[config.mk]
export PLATFORM = sky130hd
export DESIGN_NAME = counter_mod_gen2
export DESIGN_NICKNAME = d
export VERILOG_FILES = /design/src/rtl/counter_mod_gen2.sv
export SDC_FILE = /design/constraint.sdc
export NUM_CORES = 1
export LEC_CHECK = 0
export CAP_MARGIN = 20
export CELL_PAD_IN_SITES_DETAIL_PLACEMENT = 1
export CELL_PAD_IN_SITES_GLOBAL_PLACEMENT = 1
export CORE_ASPECT_RATIO = 1.25
export CORE_UTILIZATION = 43
export DETAILED_ROUTE_END_ITERATION = 8
export PLACE_DENSITY_LB_ADDON = 0.12
export SLEW_MARGIN = 20
export SYNTH_ARGS = -nofsm -noshare
export SYNTH_HDL_FRONTEND = slang
export SYNTH_SLANG_ARGS = --single-unit
[constraint.sdc]
create_clock -name clk -period 5.17 [get_ports clk]
set_input_delay 0.7755 -clock clk [delete_from_list [all_inputs] [get_ports clk]]
set_output_delay 0.7755 -clock clk [all_outputs]
set_load 0.05 [all_outputs]
[src/rtl/counter_mod_gen2.sv]
// rtl/counter_mod_gen2.sv - programmable modulo up/down counter with wrap/saturate, tc pulse and sticky flags
module counter_mod_gen2 #(
  parameter int WIDTH = 4
) (
  input  logic             clk,
  input  logic             rst_n,
  input  logic             load_n,
  input  logic [WIDTH-1:0] data_load,
  input  logic             ce,
  input  logic             up_down,
  input  logic [WIDTH-1:0] step,
  input  logic [WIDTH-1:0] limit,
  input  logic             sat_mode,
  input  logic             clr_flags,
  output logic [WIDTH-1:0] count_out,
  output logic             max_count,
  output logic             zero,
  output logic             tc_pulse,
  output logic             ovf_sticky,
  output logic             unf_sticky
);

  logic [WIDTH-1:0] count_q;
  logic             tc_q;
  logic             ovf_q;
  logic             unf_q;

  logic [WIDTH-1:0] s_eff;
  logic [WIDTH:0]   lim_p1;
  logic [WIDTH:0]   sum_up;
  logic [WIDTH-1:0] wrap_up;
  logic [WIDTH-1:0] wrap_dn;
  logic [WIDTH-1:0] load_val;
  logic [WIDTH-1:0] next_count;
  logic             ovf_evt;
  logic             unf_evt;

  assign s_eff    = (step > limit) ? limit : step;
  assign load_val = (data_load > limit) ? limit : data_load;
  assign lim_p1   = {1'b0, limit} + {{WIDTH{1'b0}}, 1'b1};
  assign sum_up   = {1'b0, count_q} + {1'b0, s_eff};
  // Both wrap results fit in WIDTH bits because c and s never exceed limit here
  assign wrap_up  = WIDTH'(sum_up - lim_p1);
  assign wrap_dn  = WIDTH'({1'b0, count_q} + lim_p1 - {1'b0, s_eff});

  always_comb begin
    next_count = count_q;
    ovf_evt    = 1'b0;
    unf_evt    = 1'b0;
    if (count_q > limit) begin
      // Count stranded above a lowered limit: pull it back into range
      next_count = sat_mode ? limit : '0;
      ovf_evt    = 1'b1;
    end else if (s_eff != '0) begin
      if (up_down) begin
        if (sum_up <= {1'b0, limit}) begin
          next_count = sum_up[WIDTH-1:0];
        end else begin
          next_count = sat_mode ? limit : wrap_up;
          ovf_evt    = 1'b1;
        end
      end else begin
        if (count_q >= s_eff) begin
          next_count = count_q - s_eff;
        end else begin
          next_count = sat_mode ? '0 : wrap_dn;
          unf_evt    = 1'b1;
        end
      end
    end
  end

  always_ff @(posedge clk or negedge rst_n) begin
    if (!rst_n) begin
      count_q <= '0;
      tc_q    <= 1'b0;
      ovf_q   <= 1'b0;
      unf_q   <= 1'b0;
    end else begin
      tc_q  <= 1'b0;
      ovf_q <= ovf_q & ~clr_flags;
      unf_q <= unf_q & ~clr_flags;
      if (!load_n) begin
        count_q <= load_val;
      end else if (ce) begin
        count_q <= next_count;
        tc_q    <= ovf_evt | unf_evt;
        // A same-edge event overrides clr_flags
        if (ovf_evt) ovf_q <= 1'b1;
        if (unf_evt) unf_q <= 1'b1;
      end
    end
  end

  assign count_out  = count_q;
  assign max_count  = (count_q == limit);
  assign zero       = (count_q == '0);
  assign tc_pulse   = tc_q;
  assign ovf_sticky = ovf_q;
  assign unf_sticky = unf_q;

endmodule

==> run_results.csv, run 1 <==
group,metric,value,unit
run_status,outcome,"complete, but fails checks",
run_status,violations,"DRC",
finish,utilization,0.586,
floorplanning,io_pins,28,
routing,drt_iter0_drc,50,
cts,cts_buffers,3,
cts,ctsHoldBuffers,0,
worst_setup_path,start_kind,"input port",
global_route,grt_max_degree,15,
floorplanning,core,3570,um^2
yosys,synth_edf_count,0,
global_route,grt_pass1_wl,8430,um
timing,fmaxAchievable,0.206,GHz
worst_setup_path,timing.rr.start,"count_out[1]$_DFFE_PN0P_",
routing,drt-total-wl,5210,um
timing,holdWs,0.518,ns
cts,htree_levels,1,
floorplanning,die_y,71.1,um
timing,rsz0062_at_grt,"false",
worst_setup_path,crit_fanout,6,
yosys,synthSimpleGateAreaFrac,0.128,
place,dp_hpwl,4360,um
global_route,grt.total_usage,0.274,
global_route,antenna_found_initial,0,
yosys,synth_seq_area_share,0.107,
yosys,yosys_warnings,0,
yosys,syn_area,1640,um^2
cts,cts_buffer_depth,2,
worst_setup_path,crit_type,"in2reg",
cts,clkLatencyLatePin,0.23,ns
timing,tns,0,ns
yosys,synth_top_family_by_area,"adder cells",
worst_setup_path,slowest_stage,"clkdlybuf4s50_1",
worst_hold_path,hp-class,"reg2reg",
finish,n_antenna_cell,0,
yosys,ys_types,46,
routing,dr_total_vias,1658,
floorplanning,die_area,4080,um^2
pwr,peakVddDrop,0.000228,V
job,max-cap-violations,0,
pwr,powerDensity,435,nW/um^2
yosys,synthTopCellsByCount,"33 x ha_1, 27 x inv_1, 12 x a21oi_1, 12 x nand2_1, 8 x o21ai_0",
finish,drive_gt1_frac,0.119,
worst_setup_path,crit_path_end_kind,"flip-flop",
yosys,synth_compound_area_frac,0.234,
global_route,first_global_vias,1771,
worst_setup_path,reg2reg_depth,14,
yosys,synthXorXnorAreaFrac,0.0723,
pwr,leakage,0.997,nW
yosys,muxShareOfSynthArea,0.0540,
timing,skew,0.00401,ns
yosys,synth_flop_cell,"dfrtp_1",
timing,setup_violations,0,
yosys,ys_ff_latch,7,
worst_setup_path,slowest_delay,0.48,ns
yosys,synth_top_cell_by_area,"ha_1",
routing,first_pass_iters,7,
yosys,syn_inst,196,
timing,fin_crit_sh,0.939,
yosys,avgSynthCellArea,8.39,um^2
finish,area_growth,27.4,%
worst_setup_path,crit_arrival,5.00,ns
yosys,synthTopCellsByArea,"ha_1 25%, dfrtp_1 11%, fa_1 7.3%",
cts,cts_tree,"built",
worst_setup_path,path_cells,"clkdlybuf4s50_1 -> inv_1 -> ha_1 -> nand2b_1 -> a21oi_2 -> o21ai_2 -> o21ai_0 -> ha_1 -> a21oi_1 -> xor2_1 -> inv_1 -> ha_1 -> a211oi_2 -> o21ai_1 -> a221o_1 -> buf_4 -> nor2_1 -> a21oi_1 -> a211o_1 -> a31oi_1",
worst_setup_path,crit_end,"count_out[1]$_DFFE_PN0P_",
worst_setup_path,critPathRequiredTime,5.32,ns
yosys,async_flop_share,1.00,
worst_setup_path,reg2reg_to,"count_out[1]$_DFFE_PN0P_",
timing,max_slew_margin,0.409,
timing,period_needed,4.86,ns
routing,viasPerCell,6.05,
floorplanning,std_cell_rows,24,
place,io_buffers,27,
yosys,synth.most_common_cell,"ha_1",
worst_setup_path,critPathMostFrequentCell,"ha_1",
worst_setup_path,regToRegSetupSlack,1.76,ns
routing,wire_per_inst,19.0,um
yosys,synthAdderAreaFrac,0.324,
cts,path_clk_slew,0.04,ns
timing,tightest_slew,0.886,ns
cts,clock-root-buffer,"clkbuf_8",
timing,final_max_slew_viol_count,0,
place,gp_congestion,0.893,
cts,clkSinkCount,7,
floorplanning,start_util,0.460,
floorplanning,die_w,57.3,um
timing,hold_viol_final,0,
place,placed_cell_area,2020,um^2
routing,postRouteAntennaNets,0,
finish,layout.nets,294,
finish,finalInstanceArea,2090,um^2
routing,drc,2,
global_route,overflow,0,
yosys,synthDominantCellAreaShare,0.251,
yosys,synth_nets,254,
worst_setup_path,startpoint,"limit[1]",
[how the worst min path moves through the flow]
| stage | slack, ns | endpoint | cells past startpoint | from |
|---|---|---|---|---|
| floorplan | 0.48 | count_out[0]$_DFFE_PN0P_ | 0 | rst_n |
| global placement | 0.52 | ovf_sticky$_DFF_PN0_ | 2 | ovf_sticky$_DFF_PN0_ |
| detailed placement | 0.51 | ovf_sticky$_DFF_PN0_ | 2 | ovf_sticky$_DFF_PN0_ |
| CTS | 0.52 | ovf_sticky$_DFF_PN0_ | 2 | ovf_sticky$_DFF_PN0_ |
| global route | 0.58 | unf_sticky$_DFF_PN0_ | 2 | unf_sticky$_DFF_PN0_ |
| finish | 0.52 | ovf_sticky$_DFF_PN0_ | 2 | ovf_sticky$_DFF_PN0_ |
[stage by stage]
| step | power (W) | setup WS (ns) | instances |
|---|---|---|---|
| 2_1_floorplan | 0.000602 | 0.661 | 196 |
| 3_3_place_gp | 0.000773 | 0.228 | 268 |
| 3_5_place_dp | 0.000809 | 0.0166 | 268 |
| 4_1_cts | 0.000891 | 0.247 | 272 |
| 5_1_grt | 0.000986 | 0.0374 | 274 |
| 6_report | 0.000910 | 0.315 | 274 |
[layout by cell type, fill, tap and decap left out, types with 2 or more instances in the layout]
cell type	synthesis	final
mux2i_1	4	4
nor3_1	2	2
xnor2_1	7	6
o21bai_1	2	2
a211o_1	2	2
a21oi_1	12	11
o22ai_1	5	5
o21ai_1	3	7
o21a_1	2	2
a211oi_1	2	2
clkbuf_8	0	3
nand4_1	3	3
a211oi_2	2	2
a21o_1	5	5
fa_1	6	6
o21ai_0	8	5
nor3b_1	2	2
nand3_1	5	5
xor2_1	4	4
or4_1	2	2
nand2b_1	3	3
ha_1	33	32
inv_1	27	27
dfrtp_1	7	7
o211ai_1	3	3
a31oi_1	3	3
nor2b_1	4	4
mux2_2	3	3
nand2_1	12	12
buf_4	0	13
nor2_1	4	4
clkdlybuf4s50_1	0	27
[cells by family (layout without fill, tap and decap cells)]
family	count (synthesis)	in the layout
adder cells (fa/ha/maj)	39	39
XOR/XNOR	12	12
flip-flops	7	7
AO/OA/AOI/OAI	57	58
multiplexers	8	8
buffers and inverters	33	71
AND/OR/NAND/NOR	40	40
[state kept, by name, summed over array words and instances, names as in the netlist]
register    count
count_out       4
unf_sticky      1
tc_pulse        1
ovf_sticky      1
[power breakdown]
group          switching [W]  internal [W]
clock network      0.0000277     0.0000525
logic               0.000403      0.000333
registers          0.0000261     0.0000679
[area by class of cell]
class	instances	area [um^2]
Fill cell	431	1480
Multi-Input combinational cell	157	1360
Timing Repair Buffer	40	368
Sequential cell	7	175
Inverter	27	101
Tap cell	39	48.8
Clock buffer	3	41.3
Clock inverter	1	5.00
[critical path: cells and delay by family]
family,cells,cell delay [ns]
and+or+nand+nor,2,0.15
xor gates and xnor gates,1,0.24
adders and majority gates,3,0.90
buffers and inverters,4,0.79
AOI/OAI and AO/OA,10,2.14
[per-layer routing]
layer  part of all wire  track usage
met1               0.40        0.313
met2               0.54        0.519
met3              0.031       0.0219
met4              0.029        0.100
met5                  0            0
[repair_timing]
item,in CTS,in global routing
setup buffers,0,1
resized for setup,0,6
endpoints found under the setup margin,0,4
(Power assumes the default switching activity.)
==> inputs of run 2 (changes only) <==
--- a/config.mk
+++ b/config.mk
@@ -11,7 +11,7 @@
 export CORE_ASPECT_RATIO = 1.25
 export CORE_UTILIZATION = 43
 export DETAILED_ROUTE_END_ITERATION = 8
-export PLACE_DENSITY_LB_ADDON = 0.12
+export PLACE_DENSITY_LB_ADDON = 0.25
 export SLEW_MARGIN = 20
 export SYNTH_ARGS = -nofsm -noshare
 export SYNTH_HDL_FRONTEND = slang
==> run 2 against run 1 <==
- the flow still finishes with violations (DRC)
- sequential power fell by 0.4%
- via count fell by 1.6%
- fmax fell by 0.92%
- critical path depth did not move
- register-to-register slack got worse by 0.07 ns
- die area did not move
- worst hold slack improved by 0.019 ns
- cell area rose by 0.30%
- worst setup slack got worse by 0.045 ns
- largest cell class unchanged
- largest power group unchanged
==> run_results.csv, run 2 (synthesis gave the netlist of run 1 again) <==
group,metric,value,unit
run_status,outcome,"complete, but fails checks",
run_status,violations,"DRC",
global_route,grt_busiest_layer,"met2",
timing,holdWs,0.537,ns
finish,area_growth,27.8,%
global_route,grt.total_usage,0.275,
pwr,leakage,1.01,nW
floorplanning,die_y,71.1,um
floorplanning,die_area,4080,um^2
routing,first_pass_iters,6,
cts,clock-root-buffer,"clkbuf_8",
worst_setup_path,crit_arrival,5.04,ns
timing,fmaxAchievable,0.204,GHz
cts,cts_tree,"built",
global_route,overflow,0,
timing,tns,0,ns
timing,rsz0062_at_grt,"false",
floorplanning,io_pins,28,
floorplanning,core,3570,um^2
worst_setup_path,crit_fanout,6,
worst_setup_path,crit_path_end_kind,"flip-flop",
worst_setup_path,slowest_stage,"clkdlybuf4s50_1",
cts,htree_levels,1,
routing,viasPerCell,5.93,
place,gp_congestion,0.906,
timing,skew,0.00554,ns
floorplanning,die_w,57.3,um
worst_setup_path,reg2reg_to,"count_out[3]$_DFFE_PN0P_",
finish,drive_gt1_frac,0.123,
floorplanning,std_cell_rows,24,
worst_hold_path,min_to,"ovf_sticky$_DFF_PN0_",
timing,setup_violations,0,
cts,path_clk_slew,0.05,ns
global_route,first_global_vias,1797,
timing,hold_viol_final,0,
worst_setup_path,slowest_delay,0.48,ns
cts,clkLatencyLatePin,0.23,ns
routing,drc,4,
floorplanning,start_util,0.460,
routing,drt_iter0_drc,50,
global_route,grt_pass1_wl,8510,um
worst_setup_path,critPathRequiredTime,5.31,ns
timing,tightest_slew,0.833,ns
worst_setup_path,critPathMostFrequentCell,"o21ai_1",
worst_hold_path,worstHoldPathCells,2,
worst_setup_path,regToRegSetupSlack,1.69,ns
cts,clkSinkCount,7,
global_route,grt_use_met2,0.528,
routing,dr_total_vias,1632,
worst_setup_path,critPathTopFamily,"compound AO/OA/AOI/OAI gates",
worst_setup_path,cp.buffers_inverters,3,
global_route,antenna_found_initial,0,
routing,drt-total-wl,5240,um
finish,layout_common_cells,"32 x ha_1, 27 x inv_1, 27 x clkdlybuf4s50_1, 15 x buf_4",
cts,cts_buffer_depth,2,
place,placed_cell_area,2040,um^2
finish,largest_reg_flops,4,
pwr,peakVddDrop,0.000162,V
worst_setup_path,crit_type,"in2reg",
place,io_buffers,27,
timing,period_needed,4.90,ns
timing,max_slew_margin,0.445,
global_route,grt.met3_usage,0.0274,
routing,postRouteAntennaNets,0,
finish,finalInstanceArea,2100,um^2
cts,ctsHoldBuffers,0,
worst_hold_path,hp-start,"ovf_sticky$_DFF_PN0_",
global_route,grtUsageMet1,0.308,
global_route,grt_max_degree,15,
finish,utilization,0.588,
finish,layout.nets,295,
finish,n_antenna_cell,0,
finish,layout_commonest_cell,"ha_1",
timing,final_max_slew_viol_count,0,
worst_setup_path,reg2reg_depth,11,
worst_setup_path,timing.rr.start,"count_out[1]$_DFFE_PN0P_",
job,max-cap-violations,0,
pwr,powerDensity,431,nW/um^2
cts,cts_buffers,3,
worst_setup_path,start_kind,"input port",
routing,wire_per_inst,19.0,um
worst_hold_path,hp-class,"reg2reg",
worst_setup_path,path_cells,"clkdlybuf4s50_1 -> inv_1 -> ha_1 -> o21ai_1 -> a21oi_1 -> o21ai_2 -> nand2_1 -> o21ai_1 -> ha_2 -> inv_1 -> fa_1 -> xnor2_2 -> ha_1 -> a211oi_2 -> o21ai_1 -> a221o_1 -> mux2_4 -> o31a_1 -> o2111a_1 -> a211oi_2",
timing,fin_crit_sh,0.948,
place,dp_hpwl,4390,um
run 2: power by group:
group | leakage, nW | total [W] | switching [W] | internal, W
Combinational | 0.895 | 0.000730 | 0.000401 | 0.000329
Clock | 0.0255 | 0.0000809 | 0.0000283 | 0.0000526
Sequential | 0.0850 | 0.0000936 | 0.0000257 | 0.0000679
Total | 1.01 | 0.000905 | 0.000455 | 0.000450
run 2: worst register-to-register path, cell delays in order, from the launching register on:
cell	delay (ns)
dfrtp_1	0.60
inv_1	0.18
fa_1	0.51
xnor2_2	0.17
ha_1	0.34
a211oi_2	0.24
o21ai_1	0.09
a221o_1	0.44
mux2_4	0.32
o31a_1	0.10
o2111a_1	0.16
a211oi_2	0.23
run 2: cell type report:
cell class	count	area (um^2)
timing repair buffer	42	383
clock buffer	3	41.3
fill	441	1470
inverter	27	101
clock inverter	1	5.00
multi-input combinational	156	1350
sequential	7	175
tap	39	48.8
run 2: per-stage QoR:
| stage | setup WS [ns] | std cells | power, W |
|---|---|---|---|
| 2_1_floorplan | 0.661 | 196 | 0.000602 |
| 3_3_place_gp | 0.249 | 270 | 0.000770 |
| 3_5_place_dp | -0.0490 | 270 | 0.000813 |
| 4_1_cts | 0.167 | 274 | 0.000899 |
| 5_1_grt | 0.00161 | 275 | 0.000981 |
| 6_report | 0.270 | 275 | 0.000905 |
run 2: worst max path at each step:
| stage | startpoint | to | slack [ns] | depth (start not counted) |
|---|---|---|---|---|
| 2_1_floorplan | limit[2] | count_out[3]$_DFFE_PN0P_ | 0.66 | 20 |
| 3_3_place_gp | limit[2] | count_out[3]$_DFFE_PN0P_ | 0.25 | 21 |
| 3_5_place_dp | limit[2] | count_out[1]$_DFFE_PN0P_ | -0.05 | 21 |
| 4_1_cts | limit[2] | count_out[3]$_DFFE_PN0P_ | 0.17 | 20 |
| 5_1_grt | limit[2] | count_out[3]$_DFFE_PN0P_ | 0.002 | 20 |
| 6_report | limit[2] | count_out[3]$_DFFE_PN0P_ | 0.27 | 20 |
run 2: repair_timing:
action                                  4_1_cts  5_1_grt
buffers inserted                              0        1
hold endpoints to repair                      0        0
gates resized for setup                       0        5
endpoints found under the setup margin        0        6
run 2: metal layers:
layer	wire, um	up-vias
met2	2880	35
met3	124	12
met4	119	0
met5	0	-
met1	2120	793
li1	-	792
